## src/rtl/rom_arbiter.sv

```systemverilog
// Two-master arbiter for the single-port boot ROM: grants fetch (m0) or data (m1), forwards strobes and routes rdy_/data back.
// Optional feature: define ROM_ARB_RR_EN for round-robin tie-break (default build is fixed priority, master 0 wins).
module rom_arbiter #(
  parameter int ADDR_W = 30,
  parameter int DATA_W = 32
) (
  input  logic              clk,
  input  logic              reset_,
  input  logic              m0_req_,
  input  logic              m1_req_,
  output logic              m0_grnt_,
  output logic              m1_grnt_,
  input  logic              m0_as_,
  input  logic              m1_as_,
  input  logic [ADDR_W-1:0] m0_addr,
  input  logic [ADDR_W-1:0] m1_addr,
  output logic [DATA_W-1:0] m0_rd_data,
  output logic [DATA_W-1:0] m1_rd_data,
  output logic              m0_rdy_,
  output logic              m1_rdy_,
  output logic              rom_cs_,
  output logic              rom_as_,
  output logic [ADDR_W-1:0] rom_addr,
  input  logic [DATA_W-1:0] rom_rd_data,
  input  logic              rom_rdy_
);

  localparam logic ENABLE_  = 1'b0;
  localparam logic DISABLE_ = 1'b1;

  typedef enum logic [1:0] {
    IDLE = 2'd0,
    OWN0 = 2'd1,
    OWN1 = 2'd2
  } state_t;

  state_t state_q;
  state_t state_d;
  logic   resp_sel_q;
  logic   resp_pend_q;
  logic   tie_winner;

`ifdef ROM_ARB_RR_EN
  // Master granted most recently; the other one wins the next tie.
  logic last_grnt_q;

  always_ff @(posedge clk or negedge reset_) begin
    if (!reset_) begin
      last_grnt_q <= 1'b1;
    end else if (state_q == OWN0) begin
      last_grnt_q <= 1'b0;
    end else if (state_q == OWN1) begin
      last_grnt_q <= 1'b1;
    end
  end

  assign tie_winner = ~last_grnt_q;
`else
  assign tie_winner = 1'b0;
`endif

  // NOTE: sequential state uses non-blocking assignments so every flop samples pre-edge values.
  always_ff @(posedge clk or negedge reset_) begin
    if (!reset_) begin
      state_q <= IDLE;
    end else begin
      state_q <= state_d;
    end
  end

  // NOTE: state_d gets its default before the case so no path leaves it unassigned (no latch).
  always_comb begin
    state_d = state_q;
    case (state_q)
      IDLE: begin
        if (m0_req_ == ENABLE_ && m1_req_ == ENABLE_) begin
          state_d = tie_winner ? OWN1 : OWN0;
        end else if (m0_req_ == ENABLE_) begin
          state_d = OWN0;
        end else if (m1_req_ == ENABLE_) begin
          state_d = OWN1;
        end
      end
      OWN0: begin
        if (m0_req_ == DISABLE_) begin
          state_d = (m1_req_ == ENABLE_) ? OWN1 : IDLE;
        end
      end
      OWN1: begin
        if (m1_req_ == DISABLE_) begin
          state_d = (m0_req_ == ENABLE_) ? OWN0 : IDLE;
        end
      end
      default: state_d = IDLE;
    endcase
  end

  assign m0_grnt_ = (state_q == OWN0) ? ENABLE_ : DISABLE_;
  assign m1_grnt_ = (state_q == OWN1) ? ENABLE_ : DISABLE_;

  // Only the owner's strobes reach the ROM; a non-granted master is ignored.
  always_comb begin
    rom_cs_  = DISABLE_;
    rom_as_  = DISABLE_;
    rom_addr = '0;
    case (state_q)
      OWN0: begin
        rom_cs_  = ENABLE_;
        rom_as_  = m0_as_;
        rom_addr = m0_addr;
      end
      OWN1: begin
        rom_cs_  = ENABLE_;
        rom_as_  = m1_as_;
        rom_addr = m1_addr;
      end
      default: ;
    endcase
  end

  // Remember who issued the access so the answer follows it across a handover;
  // resp_pend_q also lets reset drop an in-flight response immediately.
  always_ff @(posedge clk or negedge reset_) begin
    if (!reset_) begin
      resp_sel_q  <= 1'b0;
      resp_pend_q <= 1'b0;
    end else begin
      resp_pend_q <= (rom_as_ == ENABLE_);
      if (rom_as_ == ENABLE_) begin
        resp_sel_q <= (state_q == OWN1);
      end
    end
  end

  assign m0_rdy_    = (resp_pend_q && !resp_sel_q) ? rom_rdy_    : DISABLE_;
  assign m1_rdy_    = (resp_pend_q &&  resp_sel_q) ? rom_rdy_    : DISABLE_;
  assign m0_rd_data = (resp_pend_q && !resp_sel_q) ? rom_rd_data : '0;
  assign m1_rd_data = (resp_pend_q &&  resp_sel_q) ? rom_rd_data : '0;

endmodule

```

## config.mk

```make
export PLATFORM = sky130hd
export DESIGN_NAME = rom_arbiter
export DESIGN_NICKNAME = d
export VERILOG_FILES = /design/src/rtl/rom_arbiter.sv
export SDC_FILE = /design/constraint.sdc
export NUM_CORES = 1
export LEC_CHECK = 0
export CELL_PAD_IN_SITES_DETAIL_PLACEMENT = 1
export CELL_PAD_IN_SITES_GLOBAL_PLACEMENT = 1
export CORE_MARGIN = 5
export CORE_UTILIZATION = 11
export CTS_BUF_LIST = sky130_fd_sc_hd__clkbuf_8
export CTS_CLUSTER_SIZE = 10
export DETAILED_ROUTE_END_ITERATION = 7
export GPL_ROUTABILITY_DRIVEN = 0
export GPL_TIMING_DRIVEN = 0
export HOLD_SLACK_MARGIN = 0.12
export PLACE_DENSITY_LB_ADDON = 0.1
export SETUP_SLACK_MARGIN = 0.1
export SLEW_MARGIN = 10
export SYNTH_ARGS = -nofsm -noshare
export SYNTH_HDL_FRONTEND = slang
export SYNTH_SLANG_ARGS = --single-unit
```

## constraint.sdc

```tcl
create_clock -name clk -period 2.14 [get_ports clk]
set_input_delay 0.428 -clock clk [delete_from_list [all_inputs] [get_ports clk]]
set_output_delay 0.428 -clock clk [all_outputs]
set_load 0.02 [all_outputs]
```

==> impl_summary.txt, run 1 <==
----------------------------------------------------
[Synthesis]
  Leading cell types by count after synthesis ... sky130_fd_sc_hd__and2_1, sky130_fd_sc_hd__and3_1, sky130_fd_sc_hd__nor2_1
  Cell type contributing the most total cell area after synthesis ... sky130_fd_sc_hd__a22oi_1
  Net count of the mapped netlist ... between 200 and 300
  EDFF count, synth ... 0
  Netlist area before placement ... roughly 1100 µm²
  Fraction of post-synthesis cell area in the top cell type by area ... 0.204
  Top_reg_cell synth ... sky130_fd_sc_hd__dfrtp_1
  Share of synthesized flip-flops with an asynchronous set or reset ... 1.00
  Synthesized area divided by synthesized cell count ... between 6 and 7 µm²
  Warnings from Yosys ... 0
  Dominant cells by area after synthesis ... sky130_fd_sc_hd__a22oi_1, sky130_fd_sc_hd__and2_1, sky130_fd_sc_hd__and3_1
  Count of unique library cells instantiated by Yosys ... 21
  Number of instances in the synthesized netlist ... 172
  Post-synthesis sequential element count ... 4
  Fraction of the yosys area taken by sequential cells ... 0.0907

[Clock network]
  Clock tree from TritonCTS ... yes
  Clock-pin slew of the registers on the worst-case setup and hold paths ... around 0.03 ns
  Clock network latency to the later pin of the worst-skew pair ... between 0.2 and 0.25 ns
  Buffer levels on the longest clock path ... 2
  TritonCTS Buffers ... 3
  Number of levels the H-tree was split into ... 1
  Clock root cell ... sky130_fd_sc_hd__clkbuf_8
  Clock net sink count ... 4

[Placed design]
  Pre-CTS worst setup slack ... -0.482 ns
  Post-DP Area ... around 3300 µm²
  Number of buffers inserted by port buffering ... 198
  HPWL after detailed placement ... between 6000 and 7000 µm

[Power]
  Share of power burned in the clock network ... 0.046
  Flop pwr share ... 0.049
  Switching fraction of total power ... 0.525
  Worst IR drop on VDD ... about 400 µV
  Standby leakage power ... between 1.5 and 2 nW
  Power, Total ... ~3.4 mW
  Fraction of power consumed by combinational cells ... 0.905
  Pwr per Cell Area ... ~1000 nW/µm²
  Cell Int Power ... between 1.5 and 2 mW
  Switching Power ... 1.76 mW

[Drt]
  Post-DRT Antenna Nets ... 0
  Via count ... roughly 2100
  Initial DRC Count ... 94
  Drt drc ... 0
  Number of iterations in the first detailed-routing pass ... 4
  Drt wl/cell ... approximately 15 µm
  Post-detailed-route via-to-cell ratio ... roughly 4.1
  Routed wire length ... approximately 7800 µm

[Worst setup path]
  Worst path slowest cell ... sky130_fd_sc_hd__dfrtp_1
  Data required time of the critical path ... 1.71 ns
  Critical path endpoint category ... primary output
  Reg2Reg Launch Point ... state_q[1]$_DFFE_PN0P_
  Worst setup path category ... flop to primary output
  Worst R2R Path Depth ... 5
  Reg2reg end ... resp_sel_q$_DFFE_PN0N_
  Critical path peak fanout ... 4
  Max incr delay on CP ... between 0.4 and 0.5 ns
  Startpoint kind of the worst setup timing path ... flop
  WP data arrival ... approximately 1.6 ns
  Setup slack of the worst register-to-register path ... ~0.44 ns
  Critical path, cell by cell ... buf_4 -> ha_2 -> a221o_1 -> buf_2

[Timing]
  Minimum clock period ... about 2.0 ns
  Clk_skew ... roughly 0.0022 ns
  Achievable Freq ... approximately 0.51 GHz
  Final count of hold timing violations ... 0
  Setup violation total in the final timing report ... 0
  Worst setup margin ... 0.165 ns
  Final worst path period share ... 0.923
  Pins over their slew limit ... 0
  Unrepaired setup endpoints after global routing ... no
  Transition time of the tightest slew-check pin ... 0.333 ns
  Final hold slack ... around 0.42 ns
  Relative slew slack ... 0.778

[Global route]
  Wire length of the first global-routing pass ... roughly 11000 µm
  Global router's overall resource usage ... 0.115
  Number of global-route vias before repair ... between 2000 and 2500
  GR Overflow Total ... 0
  Pin count of the biggest net entering global routing ... 11
  Initial antenna violation count ... 0

[Floorplanning]
  Floorplan die area ... approximately 12000 µm²
  Die boundary height ... approximately 110 µm
  Standard cell core area ... 9770 µm²
  Horizontal die dimension ... around 110 µm
  Count of pins on the block boundary ... 199
  Rows ... 36
  Initial Util ... 0.113

[Cells and area]
  Post-synthesis to final-layout area growth ... 204%
  Post-layout util ... 0.343
  Fill cell instance count of the final layout ... between 1000 and 1500
  Fraction of final layout cells sized beyond drive strength 1 ... 0.227
  Cell area after layout ... about 3400 µm²
  Final nets ... around 490
  Antenna diode count ... 0

[Worst hold path]
  Class of the tightest hold or removal check ... primary input to asynchronous set/reset pin

[Run status]
  Result of the run ... finished, final reports clean

[Flow run]
  Max-cap violations ... 0

----------------------------------------------------
-- stage by stage --
step / cells / setup TNS [ns]
after CTS: 508 / 0
after detailed placement: 503 / -15.72
after global placement: 503 / -15.03
after global routing: 512 / 0
after floorplan: 172 / 0
final: 512 / 0
-- cell usage in the layout (no fill, tap or decap), types with 3 or more instances in the layout --
master,netlist,final
sky130_fd_sc_hd__a22oi_2,0,15
sky130_fd_sc_hd__clkdlybuf4s50_1,0,98
sky130_fd_sc_hd__inv_1,6,3
sky130_fd_sc_hd__buf_4,0,9
sky130_fd_sc_hd__nor2_1,31,31
sky130_fd_sc_hd__buf_2,2,29
sky130_fd_sc_hd__ha_1,5,3
sky130_fd_sc_hd__dlygate4sd2_1,0,46
sky130_fd_sc_hd__clkbuf_4,0,7
sky130_fd_sc_hd__and3_1,32,32
sky130_fd_sc_hd__clkdlybuf4s15_1,0,20
sky130_fd_sc_hd__inv_2,0,3
sky130_fd_sc_hd__a22oi_1,30,15
sky130_fd_sc_hd__clkbuf_8,0,9
sky130_fd_sc_hd__and2_1,32,32
-- logic make-up (layout without fill, tap and decap cells) --
group	count (synthesis)	count (layout)	share of synthesized area
buffers and inverters	25	232	0.0873
flip-flops	4	4	0.0907
AO/OA/AOI/OAI	34	34	0.230
adder cells (fa/ha/maj)	5	5	0.0567
AND/OR/NAND/NOR	101	101	0.502
multiplexers	3	3	0.0329
-- area by class of cell --
| type | instances | area, µm² | share of cell area |
|---|---|---|---|
| Timing Repair Buffer | 204 | 1820 | 0.543 |
| Multi-Input combinational cell | 143 | 1000 | 0.299 |
| Buffer | 19 | 198 | 0.0590 |
| Tap cell | 133 | 166 | 0.0496 |
| Sequential cell | 4 | 103 | 0.0306 |
| Clock buffer | 3 | 41.3 | 0.0123 |
| Inverter | 6 | 22.5 | 0.00672 |
-- per-layer routing --
metal | track usage | vias to the layer above | share of wire
li1 | - | 1016 | -
met1 | 0.132 | 931 | 0.39
met2 | 0.192 | 144 | 0.44
met3 | 0.0594 | 2 | 0.17
met4 | 0.0185 | 0 | 0.0054
met5 | 0 | - | 0
-- worst max path at each step --
stage,from,endpoint,slack [ns],cells after the start
finish,state_q[1]$_DFFE_PN0P_,rom_as_,0.16,4
global route,state_q[1]$_DFFE_PN0P_,rom_addr[19],0.09,7
CTS,state_q[1]$_DFFE_PN0P_,rom_as_,0.11,5
detailed placement,state_q[1]$_DFFE_PN0P_,rom_addr[3],-0.48,7
global placement,state_q[1]$_DFFE_PN0P_,rom_addr[3],-0.42,7
floorplan,state_q[0]$_DFFE_PN0P_,rom_addr[10],0.27,5
-- critical path, delay by kind of cell (launching register included) --
kind / cells / cell delay (ns)
DFF: 1 / 0.42
AOI/OAI and AO/OA: 1 / 0.39
buffers and inverters: 2 / 0.33
adders and majority gates: 1 / 0.20
-- sequential cells by signal, indices dropped and copies added, names as in the netlist --
register     cells
resp_pend_q      1
resp_sel_q       1
state_q          2
-- timing repair --
| item | 4_1_cts | 5_1_grt |
|---|---|---|
| pin swaps | 1 | 1 |
| gates resized for setup | 251 | 42 |
| endpoints found under the setup margin | 100 | 60 |
| endpoints found under the hold margin | 0 | 0 |
| hold buffers | 0 | 0 |
| buffers inserted | 2 | 4 |
-- power groups by stage --
stage                     clock network, mW  registers [mW]  logic, mW
final                                 0.155           0.165       3.03
after floorplan                           0           0.142       1.55
after detailed placement                  0           0.158       3.00
after global routing                  0.164           0.172       3.33
after CTS                             0.161           0.162       2.92
after global placement                    0           0.160       2.99
(Power assumes the default switching activity.)
==> run 2: changes to the inputs <==
- CORE_AREA: not set -> 2 2 78 80
- CORE_MARGIN: 5 -> not set
- CORE_UTILIZATION: 11 -> not set
- DIE_AREA: not set -> 0 0 80 82
- DONT_BUFFER_PORTS: not set -> 1
- GPL_TIMING_DRIVEN: 0 -> not set
==> impl_summary.txt, run 2 (same netlist as run 1, synthesis figures left out) <==
----------------------------------------------------
[Run status]
  Result of the run ... finished, final reports clean

[Drt]
  Via count ... roughly 1500
  Drt drc ... 0
  Routed wire length ... ~5000 µm
  Drt wl/cell ... about 18 µm
  Number of iterations in the first detailed-routing pass ... 4
  Initial DRC Count ... 36
  Post-DRT Antenna Nets ... 0
  Post-detailed-route via-to-cell ratio ... ~5.3

[Worst hold path]
  Class of the tightest hold or removal check ... primary input to flop

[Timing]
  Clk_skew ... 0.00166 ns
  Transition time of the tightest slew-check pin ... approximately 0.41 ns
  Setup violation total in the final timing report ... 0
  Final count of hold timing violations ... 0
  Final hold slack ... between 0.4 and 0.5 ns
  Final worst path period share ... 0.916
  Unrepaired setup endpoints after global routing ... no
  Pins over their slew limit ... 0
  Achievable Freq ... just over 0.5 GHz
  Sum of negative setup slack ... 0 ns
  Relative slew slack ... 0.730
  Minimum clock period ... 1.96 ns

[Clock network]
  Clock root cell ... sky130_fd_sc_hd__clkbuf_8
  TritonCTS Buffers ... 3
  Clock tree from TritonCTS ... yes
  Clock network latency to the later pin of the worst-skew pair ... between 0.2 and 0.25 ns
  Clock net sink count ... 4
  Number of levels the H-tree was split into ... 1
  Clock-pin slew of the registers on the worst-case setup and hold paths ... approximately 0.03 ns
  Buffer levels on the longest clock path ... 2

[Cells and area]
  Antenna diode count ... 0
  Fraction of final layout cells sized beyond drive strength 1 ... 0.276
  Final nets ... just over 300
  Cell area after layout ... 1560 µm²
  Biggest regs ... state_q (2), resp_pend_q (1), resp_sel_q (1)
  Most frequent cells in the layout ... sky130_fd_sc_hd__buf_4, sky130_fd_sc_hd__and3_1, sky130_fd_sc_hd__and2_1
  Non-Filler Instances ... around 280
  Flip-flop count of the largest register, all copies and words added ... 2
  Most common cell after layout, fill and taps aside ... sky130_fd_sc_hd__buf_4
  Register with the most flip-flops ... state_q
  Post-synthesis to final-layout area growth ... 41.6%

[Placed design]
  Placed Cells ... approximately 270
  Number of buffers inserted by port buffering ... 0
  Post-DP Area ... 1480 µm²
  HPWL after detailed placement ... roughly 4100 µm

[Floorplanning]
  Count of pins on the block boundary ... around 200
  Die boundary height ... slightly above 80 µm
  Initial Util ... 0.192
  Horizontal die dimension ... about 80 µm
  Standard cell core area ... 5750 µm²
  Rows ... 28
  Floorplan die area ... 6560 µm²

[Worst setup path]
  Worst setup path category ... flop to primary output
  Startpoint kind of the worst setup timing path ... flop
  Data required time of the critical path ... about 1.7 ns
  Critical path peak fanout ... 11
  Critical path, cell by cell ... inv_2 -> ha_1 -> inv_2 -> buf_4 -> nor2_1 -> buf_4
  WP data arrival ... about 1.5 ns
  Worst path slowest cell ... sky130_fd_sc_hd__dfrtp_1
  Max incr delay on CP ... between 0.3 and 0.4 ns
  Critical path endpoint category ... primary output

[Global route]
  Global router's overall resource usage ... 0.123
  Pin count of the biggest net entering global routing ... 34
  GR Overflow Total ... 0
  Initial antenna violation count ... 0
  Wire length of the first global-routing pass ... around 6400 µm
  Number of global-route vias before repair ... 1378

[Power]
  Worst IR drop on VDD ... about 450 µV
  Power, Total ... 2.65 mW
  Standby leakage power ... 0.801 nW
  Pwr per Cell Area ... ~1700 nW/µm²

[Flow run]
  Max-cap violations ... 0

----------------------------------------------------
==> run 2: changes by cell type in the layout (fill, tap and decap cells not counted), sizes merged <==
| cell | change |
|---|---|
| dlygate4sd3 | +1 |
| clkdlybuf4s50 | -98 |
| clkdlybuf4s15 | -22 |
| clkbuf | -15 |
| buf | +4 |
| dlygate4sd2 | -46 |
==> run 2: metal layers <==
layer,track usage,share of wire,vias to the layer above
li1,-,-,660
met1,0.120,0.34,690
met2,0.258,0.55,119
met3,0.0242,0.10,6
met4,0.0305,0.0097,0
met5,0,0,-
==> run 2: repair_timing <==
item | CTS | global route
hold endpoints to repair | 4 | 0
endpoints found under the setup margin | 2 | 31
buffers inserted | 2 | 0
hold buffers | 1 | 0
gates resized for setup | 1 | 6
==> run 2: worst paths after layout <==
| check | from | to | slack (ns) | cells after the start |
|---|---|---|---|---|
| max in group asynchronous | reset_ | resp_sel_q$_DFFE_PN0N_ | 1.47 | 1 |
| hold / removal | m0_req_ | state_q[0]$_DFFE_PN0P_ | 0.43 | 3 |
| setup / recovery | state_q[0]$_DFFE_PN0P_ | rom_addr[16] | 0.18 | 6 |
| hold reg to reg | state_q[1]$_DFFE_PN0P_ | state_q[1]$_DFFE_PN0P_ | 0.64 | 2 |
| min in group asynchronous | reset_ | state_q[0]$_DFFE_PN0P_ | 0.49 | 1 |
| setup reg to reg | state_q[0]$_DFFE_PN0P_ | state_q[1]$_DFFE_PN0P_ | 0.35 | 5 |
==> run 2: layout make-up <==
cell class                      count  area, µm²
Inverter                            6       22.5
Sequential cell                     4        100
Clock buffer                        3       41.3
Fill cell                         725       4180
Multi-Input combinational cell    143        917
Timing Repair Buffer               47        388
Tap cell                           75       93.8
==> run 2: report_power, final <==
group	total (mW)	switching, mW	leakage [nW]	internal (mW)
logic	2.34	1.47	0.729	0.873
registers	0.153	0.0431	0.0510	0.110
clock network	0.156	0.0367	0.0216	0.120
==> run 2: stage by stage <==
step	utilization	worst slack, ns
after floorplan	-	0.271
after global placement	0.257	0.377
after global routing	0.272	0.100
after CTS	0.270	0.104
after detailed placement	0.257	0.318
final	0.272	0.179
==> run 2: critical path, delay by kind of cell (launching register included) <==
| family | cells | cell delay (ns) |
|---|---|---|
| AND/OR/NAND/NOR | 1 | 0.15 |
| buffers and inverters | 4 | 0.47 |
| flip-flops | 1 | 0.39 |
| adder cells (fa/ha/maj) | 1 | 0.30 |
==> run 3: changes to the inputs <==
- PLACE_DENSITY: not set -> 0.54
- PLACE_DENSITY_LB_ADDON: 0.1 -> not set
- clock period: 2.14 -> 1.8 ns (I/O delays scaled with it)
==> impl_summary.txt, run 3 (same netlist as run 1, synthesis figures left out) <==
----------------------------------------------------
[Run status]
  Result of the run ... finished with violations
  Violated checks ... negative setup slack

[Flow run]
  Max-cap violations ... 0

[Cells and area]
  Storage cell area ... 101 µm²
  Most frequent cells in the layout ... sky130_fd_sc_hd__and3_1, sky130_fd_sc_hd__and2_1, sky130_fd_sc_hd__a22oi_2
  Post-layout util ... 0.335
  Antenna diode count ... 0
  Fill cell instance count of the final layout ... 678
  Fraction of final layout cells sized beyond drive strength 1 ... 0.549
  Biggest regs ... state_q (2), resp_pend_q (1), resp_sel_q (1)
  Final nets ... 290
  Flip-flop count of the largest register, all copies and words added ... 2
  Non-Filler Instances ... roughly 260
  Area occupied by multi-input gates ... 1300 µm²
  Post-synthesis to final-layout area growth ... 74.6%
  Most common cell after layout, fill and taps aside ... sky130_fd_sc_hd__and3_1
  Register with the most flip-flops ... state_q

[Drt]
  Post-detailed-route via-to-cell ratio ... approximately 5.4
  Initial DRC Count ... 32
  Number of iterations in the first detailed-routing pass ... 3
  Post-DRT Antenna Nets ... 0
  Drt drc ... 0
  Drt wl/cell ... between 20 and 25 µm
  Routed wire length ... roughly 5400 µm
  Via count ... 1409

[Floorplanning]
  Count of pins on the block boundary ... approximately 200
  Standard cell core area ... 5750 µm²
  Die boundary height ... 82 µm
  Floorplan die area ... 6560 µm²
  Initial Util ... 0.192
  Horizontal die dimension ... 80 µm
  Rows ... 28

[Power]
  Pwr per Cell Area ... between 2000 and 2500 nW/µm²
  Worst IR drop on VDD ... about 1500 µV
  Power, Total ... approximately 4.2 mW
  Standby leakage power ... 0.755 nW

[Worst hold path]
  Hold Path Depth ... 3
  Class of the tightest hold or removal check ... primary input to flop

[Worst setup path]
  Critical path endpoint category ... primary output
  Buf+Inv Stages, Crit Path ... 3
  Worst path slowest cell ... sky130_fd_sc_hd__dfrtp_2
  Worst setup path category ... flop to primary output
  Max incr delay on CP ... ~0.42 ns
  Critical path, cell by cell ... inv_4 -> ha_4 -> inv_6 -> a221o_1 -> buf_6
  Worst R2R Path Depth ... 6
  Stages on worst setup path ... 5
  Data required time of the critical path ... 1.44 ns
  Critical path peak fanout ... 4
  Critical path's top delay family ... flip-flops
  Startpoint kind of the worst setup timing path ... flop
  WP data arrival ... 1.51 ns

[Global route]
  Global router's overall resource usage ... 0.124
  Pin count of the biggest net entering global routing ... 35
  GR Overflow Total ... 0
  Wire length of the first global-routing pass ... ~6400 µm
  Number of global-route vias before repair ... 1236
  Initial antenna violation count ... 0

[Clock network]
  Clock net sink count ... 4
  TritonCTS Buffers ... 3
  Clock root cell ... sky130_fd_sc_hd__clkbuf_8
  Clock network latency to the later pin of the worst-skew pair ... ~0.22 ns
  Number of levels the H-tree was split into ... 1
  Buffer levels on the longest clock path ... 2
  Clock tree from TritonCTS ... yes
  Clock-pin slew of the registers on the worst-case setup and hold paths ... 0.03 ns

[Timing]
  Transition time of the tightest slew-check pin ... around 0.26 ns
  Relative slew slack ... 0.825
  Final worst path period share ... 1.04
  Worst setup margin ... -0.0665 ns
  Minimum clock period ... 1.87 ns
  Final hold slack ... 0.356 ns
  Unrepaired setup endpoints after global routing ... yes
  Pins over their slew limit ... 0
  Clk_skew ... just over 0.003 ns
  Final count of hold timing violations ... 0
  Achievable Freq ... approximately 0.54 GHz
  Setup violation total in the final timing report ... 9

[Placed design]
  HPWL after detailed placement ... ~3800 µm
  Number of buffers inserted by port buffering ... 0
  Pre-CTS worst setup slack ... between 0.06 and 0.07 ns
  Placed Cells ... approximately 250

----------------------------------------------------
run 3: cell count changes in the layout (fill, tap and decap cells not counted), moves of 5 or more:
cell	previous run	this run
sky130_fd_sc_hd__buf_6	2	7
sky130_fd_sc_hd__a22oi_2	1	27
sky130_fd_sc_hd__nor2_2	0	5
sky130_fd_sc_hd__nor2_4	0	24
sky130_fd_sc_hd__buf_4	42	12
sky130_fd_sc_hd__nor2_1	31	2
sky130_fd_sc_hd__a22oi_1	29	3
run 3: worst register-to-register path, delay by kind of cell (launching register included):
family | cells | cell delay (ns)
compound gates | 1 | 0.30
mux | 1 | 0.28
fa+ha+maj | 1 | 0.29
buf+inv | 3 | 0.29
flops | 1 | 0.42
run 3: metal layers:
metal  GRT usage  routed length (µm)
met4      0.0102                   8
met3      0.0297                 545
met1       0.136                1870
met2       0.250                2960
met5           0                   0
run 3: layout make-up:
| class | count | area share |
|---|---|---|
| Clock buffer | 3 | 0.0214 |
| Tap cell | 75 | 0.0487 |
| Inverter | 6 | 0.0156 |
| Timing Repair Buffer | 28 | 0.189 |
| Multi-Input combinational cell | 143 | 0.673 |
| Sequential cell | 4 | 0.0526 |
run 3: stage by stage:
stage | area, µm² | TNS [ns]
2_1_floorplan | 1180 | 0
3_3_place_gp | 1370 | 0
3_5_place_dp | 1370 | 0
4_1_cts | 1610 | -2.10
5_1_grt | 1930 | -1.28
6_report | 1930 | -0.251
run 3: where the power goes:
part           total [mW]  switching, mW  internal [mW]
Sequential          0.170         0.0371          0.132
Clock               0.197         0.0537          0.143
Combinational        3.85           2.37           1.48
run 3: final timing paths:
path | startpoint | endpoint | slack, ns
max in group asynchronous | reset_ | state_q[0]$_DFFE_PN0P_ | 1.16
worst min-delay path | m0_req_ | state_q[0]$_DFFE_PN0P_ | 0.36
worst max-delay path | state_q[0]$_DFFE_PN0P_ | rom_as_ | -0.07
worst max register to register | state_q[0]$_DFFE_PN0P_ | resp_sel_q$_DFFE_PN0N_ | 0.10
worst min register to register | state_q[0]$_DFFE_PN0P_ | state_q[0]$_DFFE_PN0P_ | 0.67
min in group asynchronous | reset_ | resp_pend_q$_DFF_PN0_ | 0.43
run 3: what timing repair did:
| item | CTS | global route |
|---|---|---|
| hold buffers | 1 | 0 |
| gates resized for setup | 25 | 54 |
| endpoints found under the hold margin | 4 | 0 |
| cloned | 2 | 3 |
| setup buffers | 3 | 2 |
| endpoints found under the setup margin | 32 | 38 |
| pin swaps | 6 | 23 |
==> RTL change 1 (config.mk and constraints of run 2) <==
Set the parameter `DATA_W` to 24 (it was 32).
--- a/src/rtl/rom_arbiter.sv
+++ b/src/rtl/rom_arbiter.sv
@@ -2,7 +2,7 @@
 // Optional feature: define ROM_ARB_RR_EN for round-robin tie-break (default build is fixed priority, master 0 wins).
 module rom_arbiter #(
   parameter int ADDR_W = 30,
-  parameter int DATA_W = 32
+  parameter int DATA_W = 24
 ) (
   input  logic              clk,
   input  logic              reset_,
Ports: changed (resized m0_rd_data, m1_rd_data and rom_rd_data); port bits go from 199 to 175. The function was not compared with the original's and may differ.
==> RTL change 1 against run 2 <==
Count of clock-buffer cells in the layout did not move. Routed wire length fell by 4.1%. Synthesized area fell by 10%. Die area did not move. Sequential share of layout area fell by 0.75 points. Sequential cell count did not move. Setup slack got worse by 39 ps. Cell area rose by 15%. Total power rose by 26%. Critical endpoint is now rom_addr[24]. Largest cell class unchanged.
==> RTL change 1: results <==
[outcome]
status = completed

[logic_synthesis]
synth_cell_types = 21
synthTopCellsByArea = a22oi_1 23%, and2_1 15%, and3_1 15%, nor2_1 12%, dfrtp_1 10%
synth_fp_nets = 249
synth_flop_cell = dfrtp_1
async_flop_share = 1.00
ys_seq_area_frac = 0.101
yosys-top-cells-count = 31 x nor2_1, 30 x a22oi_1, 24 x and2_1, 24 x and3_1, 14 x clkbuf_1
syn_area_per_cell_um2 = 6.48
yosys_warnings = 0

[clocking]
cts_setup_buffers = 3
clock_latency_ps = 210
post_cts_resized = 15
clkTransAtPathRegs_ps = 30
holdBufCountCts = 1
cts_root_buf = clkbuf_8
cts_made_buffers = 3

[critical_path]
r2r_cells = 6
worstPathArrival_ps = 1570
r2r-start = state_q[0]$_DFFE_PN0P_
worstReg2RegEnd = state_q[1]$_DFFE_PN0P_
start_kind = flop
crit_path_end = rom_addr[24]
critPathSlowestCell = dfrtp_1
path_max_fanout = 6
critical-path-max-stage-delay_ps = 350
ff2ff_setup_slack_ps = 360

[cells_and_area]
antenna_cells = 0
n_fill_cell = 708
nets = 285
drive_above_1_share = 0.417
stdcell_count = 262
top_regs = state_q x2, resp_pend_q x1, resp_sel_q x1

[drt]
dr_total_vias = 1332
drtIter0Drc = 15
wirelength_um = 4750
drtPass1Iterations = 4

[min_path]
hp-class = in -> reg
worst_hold_path.num_cells = 3
holdPathEnd = state_q[0]$_DFFE_PN0P_
worstHoldStart = m0_req_

[sta]
tightest_slew_ps = 396
finalClockSkew_ps = 2.99
setup_slack_ps = 140
holdWs_ps = 409

[global_route]
grt_max_degree = 34
antenna_found_initial = 0
grt_pass1_vias = 1159
grt.total_usage = 0.100
grt_pass1_wl_um = 5290

[power]
sw_frac_of_total = 0.538
powerClk_mw = 0.158
seq_power_share = 0.044
p_total_mw = 3.34
leakage_nw = 0.789
ir_drop_v = 0.000890

[placement]
hpwl_um = 3410
dp_slack_ps = -170
port_buffers = 0
placed_area_um2 = 1320
RTL change 1: cell types whose count changed after synthesis:
cell,before,now
and2_1,32,24
and3_1,32,24
clkbuf_1,17,14
RTL change 1: final cells by class:
type | instances | area, µm² | share of cell area
Tap cell | 75 | 93.8 | 0.0523
Clock buffer | 3 | 41.3 | 0.0230
Sequential cell | 4 | 101 | 0.0565
Inverter | 6 | 27.5 | 0.0154
Multi-Input combinational cell | 127 | 988 | 0.551
Timing Repair Buffer | 47 | 541 | 0.301
RTL change 1: kinds of logic (layout without fill, tap and decap cells):
logic type	Yosys count	after routing	share of synthesized area
AND/OR/NAND/NOR	85	85	0.458
AO/OA/AOI/OAI	34	34	0.256
multiplexers	3	3	0.0366
buffers and inverters	22	56	0.0857
flip-flops	4	4	0.101
adder cells (fa/ha/maj)	5	5	0.0631
RTL change 1: layer usage:
layer	up-vias	wire length [µm]	GRT usage
met5	-	0	0
met4	0	15	0.0288
met3	2	360	0.00879
met2	99	2790	0.215
met1	624	1590	0.101
li1	607	-	-
==> RTL change 2 (config.mk and constraints of run 2) <==
Without the edit above. Re-encode `state_t` (3 states) as one-hot, 3 bits wide.
--- a/src/rtl/rom_arbiter.sv
+++ b/src/rtl/rom_arbiter.sv
@@ -28,10 +28,10 @@
   localparam logic ENABLE_  = 1'b0;
   localparam logic DISABLE_ = 1'b1;
 
-  typedef enum logic [1:0] {
-    IDLE = 2'd0,
-    OWN0 = 2'd1,
-    OWN1 = 2'd2
+  typedef enum logic [2:0] {
+    IDLE = 3'b001,
+    OWN0 = 3'b010,
+    OWN1 = 3'b100
   } state_t;
 
   state_t state_q;
Function: no difference found for any inputs over 10 cycles, from zero or initial values and one cycle with reset_ low; not proved beyond that.
==> RTL change 2 against run 2 <==
Sequential cell count increased by 1. Cell area decreased by 7.5%. Synthesized area increased by 12%. Cell count decreased by 6.1%. Global-route usage decreased by 0.90 points. Clock skew about the same. Total power decreased by 39%. Routed wire length decreased by 4.6%. Setup slack improved by 17 ps. Critical path type unchanged.
==> RTL change 2: results <==
[outcome]
status = completed

[placement]
hpwl_um = 3840
placed_cells = 255
placed_area_um2 = 1380

[logic_synthesis]
synthTopCellsByArea = and2_1 16%, and3_1 16%, a22oi_1 12%, a22oi_2 10%, nor2_1 9.4%
synth_flop_cell = dfrtp_1
syn_area_per_cell_um2 = 7.03
async_flop_share = 1.00
ys_seq_area_frac = 0.102
synth_fp_nets = 275
synth_cell_types = 29
yosys_warnings = 0
yosys-top-cells-count = 32 x and2_1, 32 x and3_1, 31 x nor2_1

[sta]
finalClockSkew_ps = 1.20
tightest_slew_ps = 504

[global_route]
grt_pass1_vias = 1270
grt_max_degree = 34
grt_pass1_wl_um = 6140
antenna_found_initial = 0
grt.total_usage = 0.114

[critical_path]
worstPathArrival_ps = 1520
path_max_fanout = 33

[drt]
wirelength_um = 4730
dr_total_vias = 1412
drtIter0Drc = 37

[power]
ir_drop_v = 0.000379
leakage_nw = 0.655

[clocking]
cts_made_buffers = 3
clkTransAtPathRegs_ps = 40
htree_levels = 1

[cells_and_area]
nets = 286
stdcell_count = 261
top_regs = state_q x3, resp_pend_q x1, resp_sel_q x1
drive_above_1_share = 0.231

[min_path]
hp-class = in -> reg
==> RTL change 2: cell type report <==
cell class,count,area (µm²)
clock buffers,3,41.3
flip-flops and latches,5,126
fillers,743,4300
well taps,75,93.8
inverters,1,3.75
repair buffers,25,203
clock inverters,1,3.75
multi-input cells,151,973
==> RTL change 2: what timing repair did <==
item                                   CTS  global route
gates resized for setup                  0             3
endpoints found under the hold margin    5             0
setup endpoints to repair               11            45
cloned                                   0             1
hold buffers                             1             0
buffers inserted                         0             0
==> RTL change 2: critical path: stages, from the launching register on <==
cell	delay (ps)
dfrtp_1	460
nor2b_2	190
buf_12	210
a22oi_1	90
nor2_1	340
==> RTL change 2: worst paths after layout <==
check | startpoint | end | slack (ps) | cells after the start
worst min-delay path | m1_req_ | state_q[2]$_DFFE_PN0P_ | 280 | 1
worst max-delay path | state_q[2]$_DFFE_PN0P_ | rom_addr[18] | 200 | 4
min in group asynchronous | reset_ | state_q[1]$_DFFE_PN0P_ | 510 | 1
worst min register to register | state_q[1]$_DFFE_PN0P_ | resp_sel_q$_DFFE_PN0N_ | 580 | 1
max in group asynchronous | reset_ | state_q[0]$_DFFE_PN1P_ | 1370 | 1
worst max register to register | state_q[0]$_DFFE_PN1P_ | state_q[2]$_DFFE_PN0P_ | 530 | 3
==> RTL change 2: cells by family (layout without fill, tap and decap cells) <==
group | after synthesis | count (layout) | synth area share
compound gates | 38 | 38 | 0.261
buf+inv | 21 | 30 | 0.123
simple gates | 112 | 113 | 0.514
flops | 5 | 5 | 0.102
==> RTL change 2: per-layer routing <==
layer / vias to the layer above / part of all wire / global-route usage
met4: 0 / 0.0040 / 0.0153
met5: - / 0 / 0
met3: 4 / 0.11 / 0.0253
met2: 119 / 0.54 / 0.231
li1: 637 / - / -
met1: 652 / 0.35 / 0.121
==> RTL change 2: where the power goes <==
part / leakage, nW / internal (mW) / switching, mW
sequential: 0.0597 / 0.138 / 0.118
clock: 0.0269 / 0.123 / 0.0432
combinational: 0.568 / 0.440 / 0.755
total: 0.655 / 0.701 / 0.916
==> RTL change 2: stage by stage <==
| stage | util | worst slack (ps) | hold WS (ps) | total power, mW |
|---|---|---|---|---|
| after floorplan | - | 531 | 132 | 1.28 |
| final | 0.252 | 196 | 277 | 1.62 |
| after global placement | 0.240 | 318 | 133 | 1.40 |
| after global routing | 0.252 | 83.9 | 283 | 1.76 |
| after detailed placement | 0.240 | 239 | 133 | 1.44 |
| after CTS | 0.249 | 4.52 | 276 | 1.62 |
